===== src/rtl/chacha_stream_ctrl_if.sv =====
`default_nettype none
// ============================================================================
// Module   : chacha_stream_ctrl_if
// Brief    : Keystream request / byte-stream bundle between chacha_stream_ctrl
//            and its neighbours. The optional plaintext lanes exist only when
//            CHACHA_STREAM_XOR_EN is defined.
// Revision : 1.0
// ============================================================================
interface chacha_stream_ctrl_if #(
  parameter int BLOCK_BYTES = 64
);
  logic                       enable;
  logic                       ks_start;
  logic [63:0]                ks_index;
  logic                       ks_done;
  logic [8*BLOCK_BYTES-1:0]   ks_block;
  logic [7:0]                 tx_byte;
  logic                       tx_valid;
  logic                       tx_ready;
  logic                       busy;
  logic [15:0]                blocks_sent;
`ifdef CHACHA_STREAM_XOR_EN
  logic [7:0]                 pt_byte;
  logic                       pt_valid;
  logic                       pt_ready;
`endif

  // slave: the sequencer; master: whatever drives the core and UART sides
  modport slave (
    input  enable, ks_done, ks_block, tx_ready,
`ifdef CHACHA_STREAM_XOR_EN
    input  pt_byte, pt_valid,
    output pt_ready,
`endif
    output ks_start, ks_index, tx_byte, tx_valid, busy, blocks_sent
  );

  modport master (
    output enable, ks_done, ks_block, tx_ready,
`ifdef CHACHA_STREAM_XOR_EN
    output pt_byte, pt_valid,
    input  pt_ready,
`endif
    input  ks_start, ks_index, tx_byte, tx_valid, busy, blocks_sent
  );
endinterface
`default_nettype wire


===== src/rtl/chacha_stream_ctrl.sv =====
`default_nettype none
// ============================================================================
// Module   : chacha_stream_ctrl
// Brief    : Requests keystream blocks from chacha20 and streams each block
//            LSB-first as bytes to the UART. Define CHACHA_STREAM_XOR_EN to
//            XOR a plaintext byte stream into the output.
// Revision : 1.0
// ============================================================================
module chacha_stream_ctrl #(
  parameter int BLOCK_BYTES = 64,
  parameter int MAX_BLOCKS  = 0
) (
  input wire                  hwclk,
  input wire                  rst_n,
  chacha_stream_ctrl_if.slave bus
);

  localparam int              BW    = 8 * BLOCK_BYTES;
  localparam int              CW    = (BLOCK_BYTES > 1) ? $clog2(BLOCK_BYTES) : 1;
  localparam logic [CW-1:0]   LAST  = CW'(BLOCK_BYTES - 1);
  localparam logic [31:0]     MAX_W = 32'(MAX_BLOCKS);

  typedef enum logic [2:0] {
    S_IDLE = 3'd0,
    S_REQ  = 3'd1,
    S_WAIT = 3'd2,
    S_SEND = 3'd3,
    S_NEXT = 3'd4
  } state_t;

  state_t          state_q, state_d;
  logic [BW-1:0]   shift_q, shift_d;
  logic [CW-1:0]   cnt_q,   cnt_d;
  logic [63:0]     index_q, index_d;
  logic [15:0]     sent_q,  sent_d;
  logic            done_prev_q;

  logic            done_rise;
  logic [15:0]     sent_inc;
  logic            limit_now;
  logic            limit_after;
  logic            in_send;
  logic            out_valid;
  logic [7:0]      out_byte;
  logic            xfer;

  assign done_rise   = bus.ks_done & ~done_prev_q;
  assign sent_inc    = (sent_q == 16'hFFFF) ? sent_q : sent_q + 16'd1;
  assign limit_now   = (MAX_W != 32'd0) && ({16'd0, sent_q}   >= MAX_W);
  // NEXT decides on the count it is about to commit
  assign limit_after = (MAX_W != 32'd0) && ({16'd0, sent_inc} >= MAX_W);
  assign in_send     = (state_q == S_SEND);

`ifdef CHACHA_STREAM_XOR_EN
  assign out_valid    = in_send & bus.pt_valid;
  assign out_byte     = in_send ? (shift_q[7:0] ^ bus.pt_byte) : 8'h00;
  assign bus.pt_ready = in_send & bus.tx_ready;
`else
  assign out_valid    = in_send;
  assign out_byte     = in_send ? shift_q[7:0] : 8'h00;
`endif

  assign xfer            = out_valid & bus.tx_ready;
  assign bus.tx_valid    = out_valid;
  assign bus.tx_byte     = out_byte;
  assign bus.ks_start    = (state_q == S_REQ);
  assign bus.ks_index    = index_q;
  assign bus.busy        = (state_q != S_IDLE);
  assign bus.blocks_sent = sent_q;

  always_comb begin
    state_d = state_q;
    shift_d = shift_q;
    cnt_d   = cnt_q;
    index_d = index_q;
    sent_d  = sent_q;
    case (state_q)
      S_IDLE: begin
        if (bus.enable && !limit_now) state_d = S_REQ;
      end
      S_REQ: begin
        state_d = S_WAIT;
      end
      S_WAIT: begin
        // a level still high from the previous block has no edge and is ignored
        if (done_rise) begin
          shift_d = bus.ks_block;
          cnt_d   = '0;
          state_d = S_SEND;
        end
      end
      S_SEND: begin
        if (xfer) begin
          shift_d = shift_q >> 8;
          cnt_d   = cnt_q + CW'(1);
          if (cnt_q == LAST) state_d = S_NEXT;
        end
      end
      S_NEXT: begin
        index_d = index_q + 64'd1;
        sent_d  = sent_inc;
        state_d = (bus.enable && !limit_after) ? S_REQ : S_IDLE;
      end
      default: begin
        state_d = S_IDLE;
      end
    endcase
  end

  always_ff @(posedge hwclk or negedge rst_n) begin
    if (!rst_n) begin
      state_q     <= S_IDLE;
      shift_q     <= '0;
      cnt_q       <= '0;
      index_q     <= '0;
      sent_q      <= '0;
      done_prev_q <= 1'b0;
    end else begin
      state_q     <= state_d;
      shift_q     <= shift_d;
      cnt_q       <= cnt_d;
      index_q     <= index_d;
      sent_q      <= sent_d;
      done_prev_q <= bus.ks_done;
    end
  end

endmodule
`default_nettype wire


===== src/flat_wrapper.sv =====
// flat-port wrapper written by rule: the top's interface ports become plain ports
module chacha_stream_ctrl_flat 
#(
  parameter int BLOCK_BYTES = 64,
  parameter int MAX_BLOCKS  = 0
)
  (hwclk, rst_n, bus_enable, bus_ks_done, bus_ks_block, bus_tx_ready, bus_ks_start, bus_ks_index, bus_tx_byte, bus_tx_valid, bus_busy, bus_blocks_sent);
  chacha_stream_ctrl_if #(.BLOCK_BYTES(BLOCK_BYTES)) bus_i ();
  input wire hwclk;
  input wire rst_n;
  input wire logic [$bits(bus_i.enable)-1:0] bus_enable;
  input wire logic [$bits(bus_i.ks_done)-1:0] bus_ks_done;
  input wire logic [$bits(bus_i.ks_block)-1:0] bus_ks_block;
  input wire logic [$bits(bus_i.tx_ready)-1:0] bus_tx_ready;
  output wire logic [$bits(bus_i.ks_start)-1:0] bus_ks_start;
  output wire logic [$bits(bus_i.ks_index)-1:0] bus_ks_index;
  output wire logic [$bits(bus_i.tx_byte)-1:0] bus_tx_byte;
  output wire logic [$bits(bus_i.tx_valid)-1:0] bus_tx_valid;
  output wire logic [$bits(bus_i.busy)-1:0] bus_busy;
  output wire logic [$bits(bus_i.blocks_sent)-1:0] bus_blocks_sent;
  assign bus_i.enable = bus_enable;
  assign bus_i.ks_done = bus_ks_done;
  assign bus_i.ks_block = bus_ks_block;
  assign bus_i.tx_ready = bus_tx_ready;
  assign bus_ks_start = bus_i.ks_start;
  assign bus_ks_index = bus_i.ks_index;
  assign bus_tx_byte = bus_i.tx_byte;
  assign bus_tx_valid = bus_i.tx_valid;
  assign bus_busy = bus_i.busy;
  assign bus_blocks_sent = bus_i.blocks_sent;
  chacha_stream_ctrl #(.BLOCK_BYTES(BLOCK_BYTES), .MAX_BLOCKS(MAX_BLOCKS)) u_core (.hwclk(hwclk), .rst_n(rst_n), .bus(bus_i));
endmodule

===== config.mk =====
export PLATFORM = sky130hd
export DESIGN_NAME = chacha_stream_ctrl_flat
export DESIGN_NICKNAME = d
export VERILOG_FILES = /design/src/rtl/chacha_stream_ctrl_if.sv /design/src/rtl/chacha_stream_ctrl.sv /design/src/flat_wrapper.sv
export SDC_FILE = /design/constraint.sdc
export NUM_CORES = 1
export LEC_CHECK = 0
export BUFFER_PORTS_ARGS = -buffer_cell sky130_fd_sc_hd__buf_2
export CORE_MARGIN = 4
export CORE_UTILIZATION = 45
export CTS_BUF_LIST = sky130_fd_sc_hd__clkbuf_4 sky130_fd_sc_hd__clkbuf_8
export DETAILED_ROUTE_END_ITERATION = 8
export GPL_ROUTABILITY_DRIVEN = 1
export MAX_ROUTING_LAYER = met4
export PLACE_DENSITY_LB_ADDON = 0.3
export SLEW_MARGIN = 20
export SYNTH_ARGS = -nofsm -noshare
export SYNTH_HDL_FRONTEND = slang
export SYNTH_SLANG_ARGS = --single-unit

===== constraint.sdc =====
create_clock -name hwclk -period 2.51 [get_ports hwclk]
set_input_delay 0.251 -clock hwclk [delete_from_list [all_inputs] [get_ports hwclk]]
set_output_delay 0.251 -clock hwclk [all_outputs]
set_load 0.005 [all_outputs]

# Word level (Yosys, flattened, before mapping)
# Index checks and enable logic that the tools add are counted.
# classes
n_addsub	3
reduce_logical	6
n_bitwise	4
n_eq_ne	10
muxes	13
# op_table
op	count
512-bit 2-to-1 mux	2
512-bit case mux with 2 select lines	1
64-bit by 1-bit adder with 64-bit output, second input constant	1
16-bit by 1-bit adder with 16-bit output, second input constant	1
16-bit == test, second input constant	1
3-bit case mux with 5 select lines	1
3-bit 2-to-1 mux	4
6-bit 2-to-1 mux	2
6-bit case mux with 2 select lines	1
8-bit 2-to-1 mux	1
6-bit by 1-bit adder with 6-bit output, second input constant	1
3-bit by 2-bit == test with 1-bit output, second input constant	2
6-bit == test, second input constant	1
2-bit != test, second input constant	3
4-bit AND reduction	1
3-bit by 1-bit == test with 1-bit output, second input constant	1
3-bit == test, second input constant	1
3-bit zero test	1
3-bit AND reduction	1
3-bit nonzero test	1
1-bit bitwise AND	2
2-bit by 1-bit != test with 1-bit output, second input constant	1
1-bit NOT	2
2-bit AND reduction	1
2 further kinds	2
# totals
ff_bits	602
out_inout_bits	91
input_bits	517

# Longest topological paths before layout
# Gate-level depths: netlist of run 1.
# depth
ltp_word	4
mapped_depth	9
mapped_depth_nobuf	6

# Least setup slack after synthesis of run 1
# Ideal clock, no wire load.
# synth_timing
path_type	register to register
startpoint	register u_core.index_q[40], in the netlist u_core.bus.ks_index[40]
endpoint	register u_core.index_q[52], in the netlist u_core.bus.ks_index[52]
setup_slack_ns	0.643
required_ns	2.384
t_arrival_ns	1.741
stages_incl_launch_ff	6
path_cell_list	dfrtp_1 > nand4_1 > or2_4 > or3_4 > or3_4 > xnor2_2
# synth_between
elab_chain_cells	1
# synth_rtl
item	line_no	rtl
start: declaration	chacha_stream_ctrl.sv:34	logic [63:0] index_q, index_d;
start signal: assignment	chacha_stream_ctrl.sv:122	index_q <= index_d;
64-bit by 1-bit adder with 64-bit output	chacha_stream_ctrl.sv:100	index_d = index_q + 64'd1;
# Every way passes these cells.
# A chain may end at the register's enable or synchronous reset.

# Worst setup path in the final report of run 1
# layout_timing
startpoint	register u_core.state_q[0]
endpoint	register u_core.shift_q[83]
# layout_between
elab_chain_cells	4
# layout_rtl
item	line_no	rtl
start: declaration	chacha_stream_ctrl.sv:31	state_t state_q, state_d;
start signal: assignment	chacha_stream_ctrl.sv:119	state_q <= state_d;
3-bit by 2-bit == test with 1-bit output	chacha_stream_ctrl.sv:52, chacha_stream_ctrl.sv:77	
1-bit bitwise AND	chacha_stream_ctrl.sv:63	assign xfer = out_valid & bus.tx_ready;
2-bit != test (no source line)	--	
3-bit AND reduction (no source line)	--	
end signal: assignment	chacha_stream_ctrl.sv:120	shift_q <= shift_d;
end: declaration	chacha_stream_ctrl.sv:32	logic [BW-1:0] shift_q, shift_d;
# Several ways; a longest one is shown, not always the timed one.

==> results of run 1 <==
==> critical path, cell delays in order, from the launching register on <==
cell                       delay [ns]
sky130_fd_sc_hd__dfrtp_1         0.48
sky130_fd_sc_hd__or3b_1          0.48
sky130_fd_sc_hd__a21boi_4        0.23
sky130_fd_sc_hd__buf_12          0.26
sky130_fd_sc_hd__buf_12          0.31
sky130_fd_sc_hd__nor2_1          0.13
sky130_fd_sc_hd__a31oi_2         0.31
==> registers in the layout, indices dropped and copies added (netlist names) <==
name and count:
u_core.shift_q 512, u_core.bus.ks_index 64, u_core.bus.blocks_sent 16, u_core.cnt_q 6, u_core.state_q 3, u_core.done_prev_q 1
==> layer usage <==
layer | share of wire | routed length [µm]
met5 | 0 | 0
met4 | 0.067 | 6550
met3 | 0.076 | 7480
met2 | 0.47 | 46600
met1 | 0.38 | 37600
==> final cells by class <==
class | instances | share of cell area
Sequential cell | 602 | 0.391
Multi-Input combinational cell | 2333 | 0.289
Timing Repair Buffer | 1190 | 0.239
Clock buffer | 155 | 0.0492
Tap cell | 773 | 0.0251
Clock inverter | 15 | 0.00406
Inverter | 11 | 0.00150
Antenna cell | 18 | 0.00117
Timing Repair inverter | 1 | 0.000228
==> per-stage QoR <==
step	setup slack [ns]	utilization	total power [mW]
floorplan	0.643	-	27.9
CTS	0.0590	0.646	42.5
finish	0.131	0.647	43.1
detailed placement	0.356	0.525	32.8
global placement	0.342	0.525	32.3
global route	0.00969	0.647	46.1
==> layout by cell type (no fill, tap or decap), drive strengths merged, types with 3 or more instances in the layout <==
cell type	instances
a21oi	3
a22o	10
a31oi	505
and3	18
and4	7
buf	674
clkbuf	155
clkinv	8
clkinvlp	3
dfrtp	602
diode	18
dlygate4sd3	516
ha	3
inv	14
nand2	1061
nand2b	3
nand3	29
nand4	16
nor2	531
nor3	26
nor4	10
or3	6
xnor2	37
xor2	43
==> kinds of logic after synthesis <==
| kind of cell | Yosys count | synth area share |
|---|---|---|
| AO/OA/AOI/OAI | 528 | 0.123 |
| XOR/XNOR | 80 | 0.0260 |
| adder cells (fa/ha/maj) | 3 | 0.00138 |
| buffers and inverters | 244 | 0.0414 |
| flip-flops | 602 | 0.552 |
| multiplexers | 4 | 0.00156 |
| AND/OR/NAND/NOR | 1718 | 0.254 |
==> power by group through the flow <==
stage | clock (mW) | combinational (mW) | sequential (mW)
2_1_floorplan | 0 | 12.1 | 15.7
3_3_place_gp | 0 | 15.8 | 16.5
3_5_place_dp | 0 | 16.2 | 16.6
4_1_cts | 9.11 | 16.9 | 16.5
5_1_grt | 9.60 | 19.5 | 17.0
6_report | 9.02 | 17.4 | 16.6
==> how the worst min path moves through the flow <==
stage                                                 end  depth (start not counted)  start  slack (ns)
floorplan           u_core.bus.blocks_sent[0]$_DFFE_PN0P_                          0  rst_n       -0.04
global route          u_core.bus.ks_index[28]$_DFFE_PN0N_                          2  rst_n        0.09
global placement      u_core.bus.ks_index[28]$_DFFE_PN0N_                          1  rst_n        0.24
finish                u_core.bus.ks_index[28]$_DFFE_PN0N_                          2  rst_n        0.11
CTS                   u_core.bus.ks_index[28]$_DFFE_PN0N_                          2  rst_n        0.07
detailed placement    u_core.bus.ks_index[28]$_DFFE_PN0N_                          1  rst_n        0.24
==> what timing repair did <==
action	CTS	global route
hold buffers	516	0
gates cloned	1	0
pin swaps	1	0
setup buffers	0	0
setup endpoints to repair	1	2
endpoints found under the hold margin	845	0
resized for setup	4	2
==> flow_summary.html, run 1 <==
<table>
<tr><th>Metric</th><th>Value</th></tr>
<tr><th colspan="2">Global routing</th></tr>
<tr><td>GR Layer Usage met2</td><td>0.477</td></tr>
<tr><td>Wire length of the first global-routing pass</td><td>152 mm</td></tr>
<tr><td>Met1 GRT Util</td><td>0.372</td></tr>
<tr><td>GRT Util Overall</td><td>0.306</td></tr>
<tr><td>Antenna violations before repair</td><td>12</td></tr>
<tr><td>Global routing met3 resource utilization</td><td>0.0614</td></tr>
<tr><td>Gr busiest metal</td><td>met2</td></tr>
<tr><td>Overflow left after global routing</td><td>0</td></tr>
<tr><td>Largest net degree at the start of global routing</td><td>128</td></tr>
<tr><td>Number of global-route vias before repair</td><td>28500</td></tr>
<tr><th colspan="2">Synthesis</th></tr>
<tr><td>Synth cell count leaders</td><td>sky130_fd_sc_hd__nand2_1 (1061), sky130_fd_sc_hd__dfrtp_1 (602), sky130_fd_sc_hd__nor2_1 (531)</td></tr>
<tr><td>Mean Syn Cell Area</td><td>8.58 µm²</td></tr>
<tr><td>Share of synthesized area occupied by flip-flops and latches</td><td>0.552</td></tr>
<tr><td>Area fraction of the dominant cell type after synthesis</td><td>0.552</td></tr>
<tr><td>Number of distinct library cells after synthesis</td><td>53</td></tr>
<tr><td>Prevailing post-synth register cell</td><td>sky130_fd_sc_hd__dfrtp_1</td></tr>
<tr><td>Number of register bits inferred by synthesis</td><td>602</td></tr>
<tr><td>Number of enable-type register cells in the synthesized netlist</td><td>0</td></tr>
<tr><td>Post-synth top area cell</td><td>sky130_fd_sc_hd__dfrtp_1</td></tr>
<tr><td>Most common cell in the synthesized netlist</td><td>sky130_fd_sc_hd__nand2_1</td></tr>
<tr><td>Fraction of synthesis flops using an asynchronous set or reset pin</td><td>1.00</td></tr>
<tr><td>Number of cells produced by synthesis</td><td>3179</td></tr>
<tr><td>Net Count, Synth</td><td>3699</td></tr>
<tr><td>Top post-synthesis cells by area</td><td>sky130_fd_sc_hd__dfrtp_1 (55%), sky130_fd_sc_hd__nand2_1 (15%), sky130_fd_sc_hd__a31oi_1 (12%)</td></tr>
<tr><td>Number of warnings issued by yosys</td><td>0</td></tr>
<tr><td>Synthesized cell area</td><td>0.0273 mm²</td></tr>
<tr><th colspan="2">Power</th></tr>
<tr><td>Max IR drop VDD</td><td>0.948 mV</td></tr>
<tr><td>Static Leak</td><td>18.1 nW</td></tr>
<tr><td>Reported net switching power</td><td>17.5 mW</td></tr>
<tr><td>Power share of the combinational group</td><td>0.404</td></tr>
<tr><td>Cell-internal power</td><td>25.5 mW</td></tr>
<tr><td>Clock share of power</td><td>0.209</td></tr>
<tr><td>Switching part of the total power</td><td>0.407</td></tr>
<tr><td>Flop pwr share</td><td>0.386</td></tr>
<tr><td>Power Dens Cells</td><td>1120 mW/mm²</td></tr>
<tr><th colspan="2">Flow run</th></tr>
<tr><td>Max-capacitance violation count</td><td>0</td></tr>
<tr><th colspan="2">Layout</th></tr>
<tr><td>Storage element area</td><td>0.0151 mm²</td></tr>
<tr><td>Share of post-route cells with drive strength above 1</td><td>0.206</td></tr>
<tr><td>Area of the multi-input gates</td><td>0.0111 mm²</td></tr>
<tr><td>Post-layout net count</td><td>4760</td></tr>
<tr><td>Fill cell total of the finished layout</td><td>4535</td></tr>
<tr><td>Final cell area excluding filler cells</td><td>0.0385 mm²</td></tr>
<tr><td>Count of placed standard cells in the final layout, fillers left out</td><td>5098</td></tr>
<tr><td>Growth of design area from synthesis to finish</td><td>41.2%</td></tr>
<tr><th colspan="2">Placement</th></tr>
<tr><td>Dpl cells</td><td>4394</td></tr>
<tr><td>Detailed placement HPWL</td><td>59.2 mm</td></tr>
<tr><td>Placed instance area</td><td>0.0312 mm²</td></tr>
<tr><td>Routability Congestion</td><td>0.875</td></tr>
<tr><td>PortBufs</td><td>607</td></tr>
<tr><th colspan="2">Critical path</th></tr>
<tr><td>Critical path data arrival time</td><td>2.96 ns</td></tr>
<tr><td>CP Launch Type</td><td>flop</td></tr>
<tr><td>R2R depth</td><td>6</td></tr>
<tr><td>Required time worst endpoint</td><td>3.09 ns</td></tr>
<tr><td>Kind of capture point of the worst setup path</td><td>flop</td></tr>
<tr><td>End point of the critical path</td><td>u_core.shift_q[83]$_DFFE_PN0P_</td></tr>
<tr><td>Capture instance of the worst register-to-register path</td><td>u_core.shift_q[83]$_DFFE_PN0P_</td></tr>
<tr><td>Peak fanout along the critical path</td><td>74</td></tr>
<tr><td>Critical path startpoint</td><td>u_core.state_q[0]$_DFFE_PN0P_</td></tr>
<tr><td>Origin of the critical flop-to-flop path</td><td>u_core.state_q[0]$_DFFE_PN0P_</td></tr>
<tr><td>Category of the most critical setup path</td><td>reg -&gt; reg</td></tr>
<tr><td>Reg2Reg Setup Slack</td><td>0.13 ns</td></tr>
<tr><th colspan="2">Floorplan</th></tr>
<tr><td>Die area</td><td>0.0646 mm²</td></tr>
<tr><td>Die H</td><td>254 µm</td></tr>
<tr><td>Area of the core region</td><td>0.0595 mm²</td></tr>
<tr><td>Effective utilization at floorplan</td><td>0.459</td></tr>
<tr><td>Horizontal die dimension</td><td>254 µm</td></tr>
<tr><td># IOs</td><td>608</td></tr>
<tr><td>Standard-cell row count</td><td>89</td></tr>
<tr><th colspan="2">Route</th></tr>
<tr><td>Detailed-router iteration count before antenna repair</td><td>9</td></tr>
<tr><td>Vias per cell</td><td>5.53</td></tr>
<tr><td>DRT iter0 DRCs</td><td>3050</td></tr>
<tr><td>Vias post-DR</td><td>28200</td></tr>
<tr><td>Detail Route Antenna Nets</td><td>0</td></tr>
<tr><td>Routed wire length</td><td>98.3 mm</td></tr>
<tr><td>Final routed wire length divided by cell count</td><td>19.3 µm</td></tr>
<tr><td>Drc violations</td><td>0</td></tr>
<tr><th colspan="2">Clock network</th></tr>
<tr><td>Clock tree from TritonCTS</td><td>built</td></tr>
<tr><td>Clock latency at the later pin of the worst-skew pair</td><td>0.70 ns</td></tr>
<tr><td>Num Clock Sinks</td><td>602</td></tr>
<tr><td>Number of clock buffers inserted by TritonCTS</td><td>101</td></tr>
<tr><td>Clock root buffer</td><td>sky130_fd_sc_hd__clkbuf_8</td></tr>
<tr><td>Longest Clk Path Bufs</td><td>3</td></tr>
<tr><td>Clock-pin slew on the worst setup and hold paths</td><td>0.07 ns</td></tr>
<tr><td>Htree depth</td><td>3</td></tr>
<tr><th colspan="2">STA</th></tr>
<tr><td>Share of the clock period used by the worst path after layout</td><td>0.948</td></tr>
<tr><td>Slew at the pin closest to its max-slew limit</td><td>0.858 ns</td></tr>
<tr><td>Period minus WS final</td><td>2.38 ns</td></tr>
<tr><td>Worst clock skew</td><td>0.0282 ns</td></tr>
<tr><td>Final worst hold slack</td><td>0.110 ns</td></tr>
<tr><td>Final Hold Fails</td><td>0</td></tr>
<tr><td>Unrepaired setup endpoints after global routing</td><td>no</td></tr>
<tr><td>Max-slew violation count</td><td>0</td></tr>
<tr><td>Worst slew margin</td><td>0.428</td></tr>
<tr><td>Sum Neg Setup Slack</td><td>0 ns</td></tr>
<tr><td># setup viols final</td><td>0</td></tr>
<tr><td>Fmax</td><td>420 MHz</td></tr>
<tr><th colspan="2">Hold path</th></tr>
<tr><td>Class of the most critical hold timing path</td><td>in -&gt; async</td></tr>
<tr><th colspan="2">Outcome</th></tr>
<tr><td>Outcome</td><td>complete, no violations</td></tr>
</table>
Note: power is estimated with default switching activity, not from simulation.
==> run 2, diff against run 1 <==
Settings changed: SETUP_SLACK_MARGIN set to 0.2.
==> run 2 against run 1 <==
Against the previous run:
- register-to-register slack improved by 0.17 ns
- worst setup slack improved by 0.17 ns
- cell area increased by 1.1%
- maximum frequency increased by 7.5%
- count of clock-buffer cells in the layout unchanged
==> flow_summary.html, run 2 (synthesis gave the netlist of run 1 again) <==
<table>
<tr><th>Metric</th><th>Value</th></tr>
<tr><th colspan="2">Floorplan</th></tr>
<tr><td>Effective utilization at floorplan</td><td>0.459</td></tr>
<tr><td>Standard-cell row count</td><td>89</td></tr>
<tr><td>Die area</td><td>0.0646 mm²</td></tr>
<tr><td># IOs</td><td>608</td></tr>
<tr><td>Die H</td><td>254 µm</td></tr>
<tr><td>Horizontal die dimension</td><td>254 µm</td></tr>
<tr><td>Area of the core region</td><td>0.0595 mm²</td></tr>
<tr><th colspan="2">Global routing</th></tr>
<tr><td>Antenna violations before repair</td><td>12</td></tr>
<tr><td>Number of global-route vias before repair</td><td>28600</td></tr>
<tr><td>GRT Util Overall</td><td>0.306</td></tr>
<tr><td>Overflow left after global routing</td><td>0</td></tr>
<tr><td>Largest net degree at the start of global routing</td><td>128</td></tr>
<tr><td>Wire length of the first global-routing pass</td><td>152 mm</td></tr>
<tr><th colspan="2">Critical path</th></tr>
<tr><td>Kind of capture point of the worst setup path</td><td>flop</td></tr>
<tr><td>Peak fanout along the critical path</td><td>127</td></tr>
<tr><td>Reg2Reg Setup Slack</td><td>0.30 ns</td></tr>
<tr><td>Instance count on the critical path</td><td>8</td></tr>
<tr><td>Series of cell instances along the critical path</td><td>buf_6 -&gt; nor2b_4 -&gt; buf_12 -&gt; nand2_8 -&gt; buf_4 -&gt; buf_12 -&gt; nand2_1 -&gt; a31oi_1</td></tr>
<tr><td>Buf/Inv on CP</td><td>4</td></tr>
<tr><td>Crit-path most repeated cell</td><td>sky130_fd_sc_hd__buf_12</td></tr>
<tr><td>Origin of the critical flop-to-flop path</td><td>u_core.state_q[1]$_DFFE_PN0P_</td></tr>
<tr><td>Crit path largest cell delay</td><td>0.41 ns</td></tr>
<tr><td>Category of the most critical setup path</td><td>reg -&gt; reg</td></tr>
<tr><td>Kind of cell adding the most delay to the critical path</td><td>buffers and inverters</td></tr>
<tr><td>Required time worst endpoint</td><td>3.10 ns</td></tr>
<tr><td>Critical path data arrival time</td><td>2.80 ns</td></tr>
<tr><td>CP Launch Type</td><td>flop</td></tr>
<tr><td>Critical path startpoint</td><td>u_core.state_q[1]$_DFFE_PN0P_</td></tr>
<tr><td>Capture instance of the worst register-to-register path</td><td>u_core.shift_q[214]$_DFFE_PN0P_</td></tr>
<tr><td>R2R depth</td><td>8</td></tr>
<tr><td>Cell at the slowest stage of the critical path</td><td>sky130_fd_sc_hd__dfrtp_1</td></tr>
<tr><th colspan="2">Layout</th></tr>
<tr><td>Register with the most flip-flops</td><td>u_core.shift_q</td></tr>
<tr><td>Growth of design area from synthesis to finish</td><td>42.7%</td></tr>
<tr><td>Share of post-route cells with drive strength above 1</td><td>0.210</td></tr>
<tr><td>Final cell area excluding filler cells</td><td>0.0389 mm²</td></tr>
<tr><td>Post-layout net count</td><td>4778</td></tr>
<tr><td>Most frequent cells in the layout</td><td>sky130_fd_sc_hd__nand2_1 (1060), sky130_fd_sc_hd__buf_2 (606), sky130_fd_sc_hd__dfrtp_1 (600)</td></tr>
<tr><td>Most common library cell in the layout ignoring fill and taps</td><td>sky130_fd_sc_hd__nand2_1</td></tr>
<tr><td>Final Util</td><td>0.655</td></tr>
<tr><td>Number of flip-flops in the largest register</td><td>512</td></tr>
<tr><th colspan="2">Placement</th></tr>
<tr><td>Placed instance area</td><td>0.0312 mm²</td></tr>
<tr><td>PortBufs</td><td>607</td></tr>
<tr><td>Routability Congestion</td><td>0.875</td></tr>
<tr><td>Detailed placement HPWL</td><td>59.2 mm</td></tr>
<tr><th colspan="2">Route</th></tr>
<tr><td>Detail Route Antenna Nets</td><td>0</td></tr>
<tr><td>Detailed-router iteration count before antenna repair</td><td>8</td></tr>
<tr><td>Final routed wire length divided by cell count</td><td>19.8 µm</td></tr>
<tr><td>Drc violations</td><td>0</td></tr>
<tr><td>Vias post-DR</td><td>28600</td></tr>
<tr><td>Routed wire length</td><td>101 mm</td></tr>
<tr><td>DRT iter0 DRCs</td><td>3127</td></tr>
<tr><td>Vias per cell</td><td>5.59</td></tr>
<tr><th colspan="2">STA</th></tr>
<tr><td>Share of the clock period used by the worst path after layout</td><td>0.881</td></tr>
<tr><td>Final worst hold slack</td><td>0.113 ns</td></tr>
<tr><td>Final Hold Fails</td><td>0</td></tr>
<tr><td>Fmax</td><td>452 MHz</td></tr>
<tr><td>Period minus WS final</td><td>2.21 ns</td></tr>
<tr><td>Max-slew violation count</td><td>0</td></tr>
<tr><td>Worst clock skew</td><td>0.0282 ns</td></tr>
<tr><td>Worst slew margin</td><td>0.535</td></tr>
<tr><td>Slew at the pin closest to its max-slew limit</td><td>0.698 ns</td></tr>
<tr><td>Sum Neg Setup Slack</td><td>0 ns</td></tr>
<tr><td>Unrepaired setup endpoints after global routing</td><td>no</td></tr>
<tr><td># setup viols final</td><td>0</td></tr>
<tr><th colspan="2">Clock network</th></tr>
<tr><td>Clock latency at the later pin of the worst-skew pair</td><td>0.71 ns</td></tr>
<tr><td>Clock tree from TritonCTS</td><td>built</td></tr>
<tr><td>Htree depth</td><td>3</td></tr>
<tr><td>Num Clock Sinks</td><td>602</td></tr>
<tr><td>Number of clock buffers inserted by TritonCTS</td><td>101</td></tr>
<tr><td>Longest Clk Path Bufs</td><td>3</td></tr>
<tr><td>Clock root buffer</td><td>sky130_fd_sc_hd__clkbuf_8</td></tr>
<tr><td>Clock-pin slew on the worst setup and hold paths</td><td>0.06 ns</td></tr>
<tr><th colspan="2">Power</th></tr>
<tr><td>Flop pwr share</td><td>0.379</td></tr>
<tr><td>Clock share of power</td><td>0.205</td></tr>
<tr><td>Static Leak</td><td>18.3 nW</td></tr>
<tr><td>Reported net switching power</td><td>18.0 mW</td></tr>
<tr><td>Power share of the combinational group</td><td>0.416</td></tr>
<tr><td>Cell-internal power</td><td>26.1 mW</td></tr>
<tr><td>Power Dens Cells</td><td>1130 mW/mm²</td></tr>
<tr><td>Post-layout total power</td><td>44.0 mW</td></tr>
<tr><td>Switching part of the total power</td><td>0.408</td></tr>
<tr><td>Max IR drop VDD</td><td>1.14 mV</td></tr>
<tr><th colspan="2">Outcome</th></tr>
<tr><td>Outcome</td><td>complete, no violations</td></tr>
<tr><th colspan="2">Hold path</th></tr>
<tr><td>Class of the most critical hold timing path</td><td>in -&gt; async</td></tr>
<tr><th colspan="2">Flow run</th></tr>
<tr><td>Max-capacitance violation count</td><td>0</td></tr>
</table>
run 2: changes by cell type in the layout (fill, tap and decap cells not counted), moves of 3 or more:
| cell | delta |
|---|---|
| sky130_fd_sc_hd__buf_12 | -8 |
| sky130_fd_sc_hd__buf_6 | +3 |
| sky130_fd_sc_hd__buf_4 | +4 |
| sky130_fd_sc_hd__clkbuf_16 | +9 |
| sky130_fd_sc_hd__buf_16 | +10 |
run 2: cell type report:
cell class	count	area (µm²)
antenna	18	45.0
timing repair buffer	1208	9590
inverter	11	57.6
clock inverter	15	156
clock buffer	155	1900
timing repair inverter	1	8.76
multi-input combinational	2333	11100
fill	4471	20500
sequential	602	15100
tap	773	967
run 2: worst register-to-register path: cells and delay by family, from the launching register on:
kind / cells / cell delay, ns
DFF: 1 / 0.41
buffers and inverters: 4 / 0.86
and+or+nand+nor: 3 / 0.56
AOI/OAI and AO/OA: 1 / 0.28
run 2: stage by stage:
step	cells	setup WS (ns)
2_1_floorplan	3179	0.643
3_3_place_gp	4394	0.342
5_1_grt	5110	0.199
4_1_cts	5085	0.147
3_5_place_dp	4394	0.356
6_report	5116	0.298
run 2: worst max path at each step:
stage                                           to  slack, ns
2_1_floorplan  u_core.bus.ks_index[52]$_DFFE_PN0N_       0.64
3_3_place_gp   u_core.bus.ks_index[37]$_DFFE_PN0N_       0.34
3_5_place_dp       u_core.shift_q[344]$_DFFE_PN0P_       0.36
4_1_cts                               bus_tx_valid       0.15
5_1_grt            u_core.shift_q[352]$_DFFE_PN0P_       0.20
6_report           u_core.shift_q[214]$_DFFE_PN0P_       0.30
run 2: power by group through the flow:
stage	registers, mW	clock network, mW	logic (mW)
floorplan	15.7	0	12.1
global placement	16.5	0	15.8
detailed placement	16.6	0	16.2
CTS	16.5	9.11	17.1
global route	17.1	9.61	20.3
finish	16.7	9.04	18.3
run 2: metal layers:
layer	global-route usage	wire (µm)	part of all wire	up-vias
met5	-	0	0	-
met4	0.184	6500	0.064	0
met1	0.372	38400	0.38	13600
li1	-	-	-	12800
met2	0.477	48400	0.48	1644
met3	0.0616	7880	0.078	500
run 2: what timing repair did:
item / 4_1_cts / 5_1_grt
hold buffers: 516 / 0
endpoints found under the setup margin: 9 / 147
pin swaps: 1 / 0
setup buffers: 4 / 4
hold endpoints to repair: 845 / 0
gates cloned: 1 / 9
resized for setup: 10 / 18
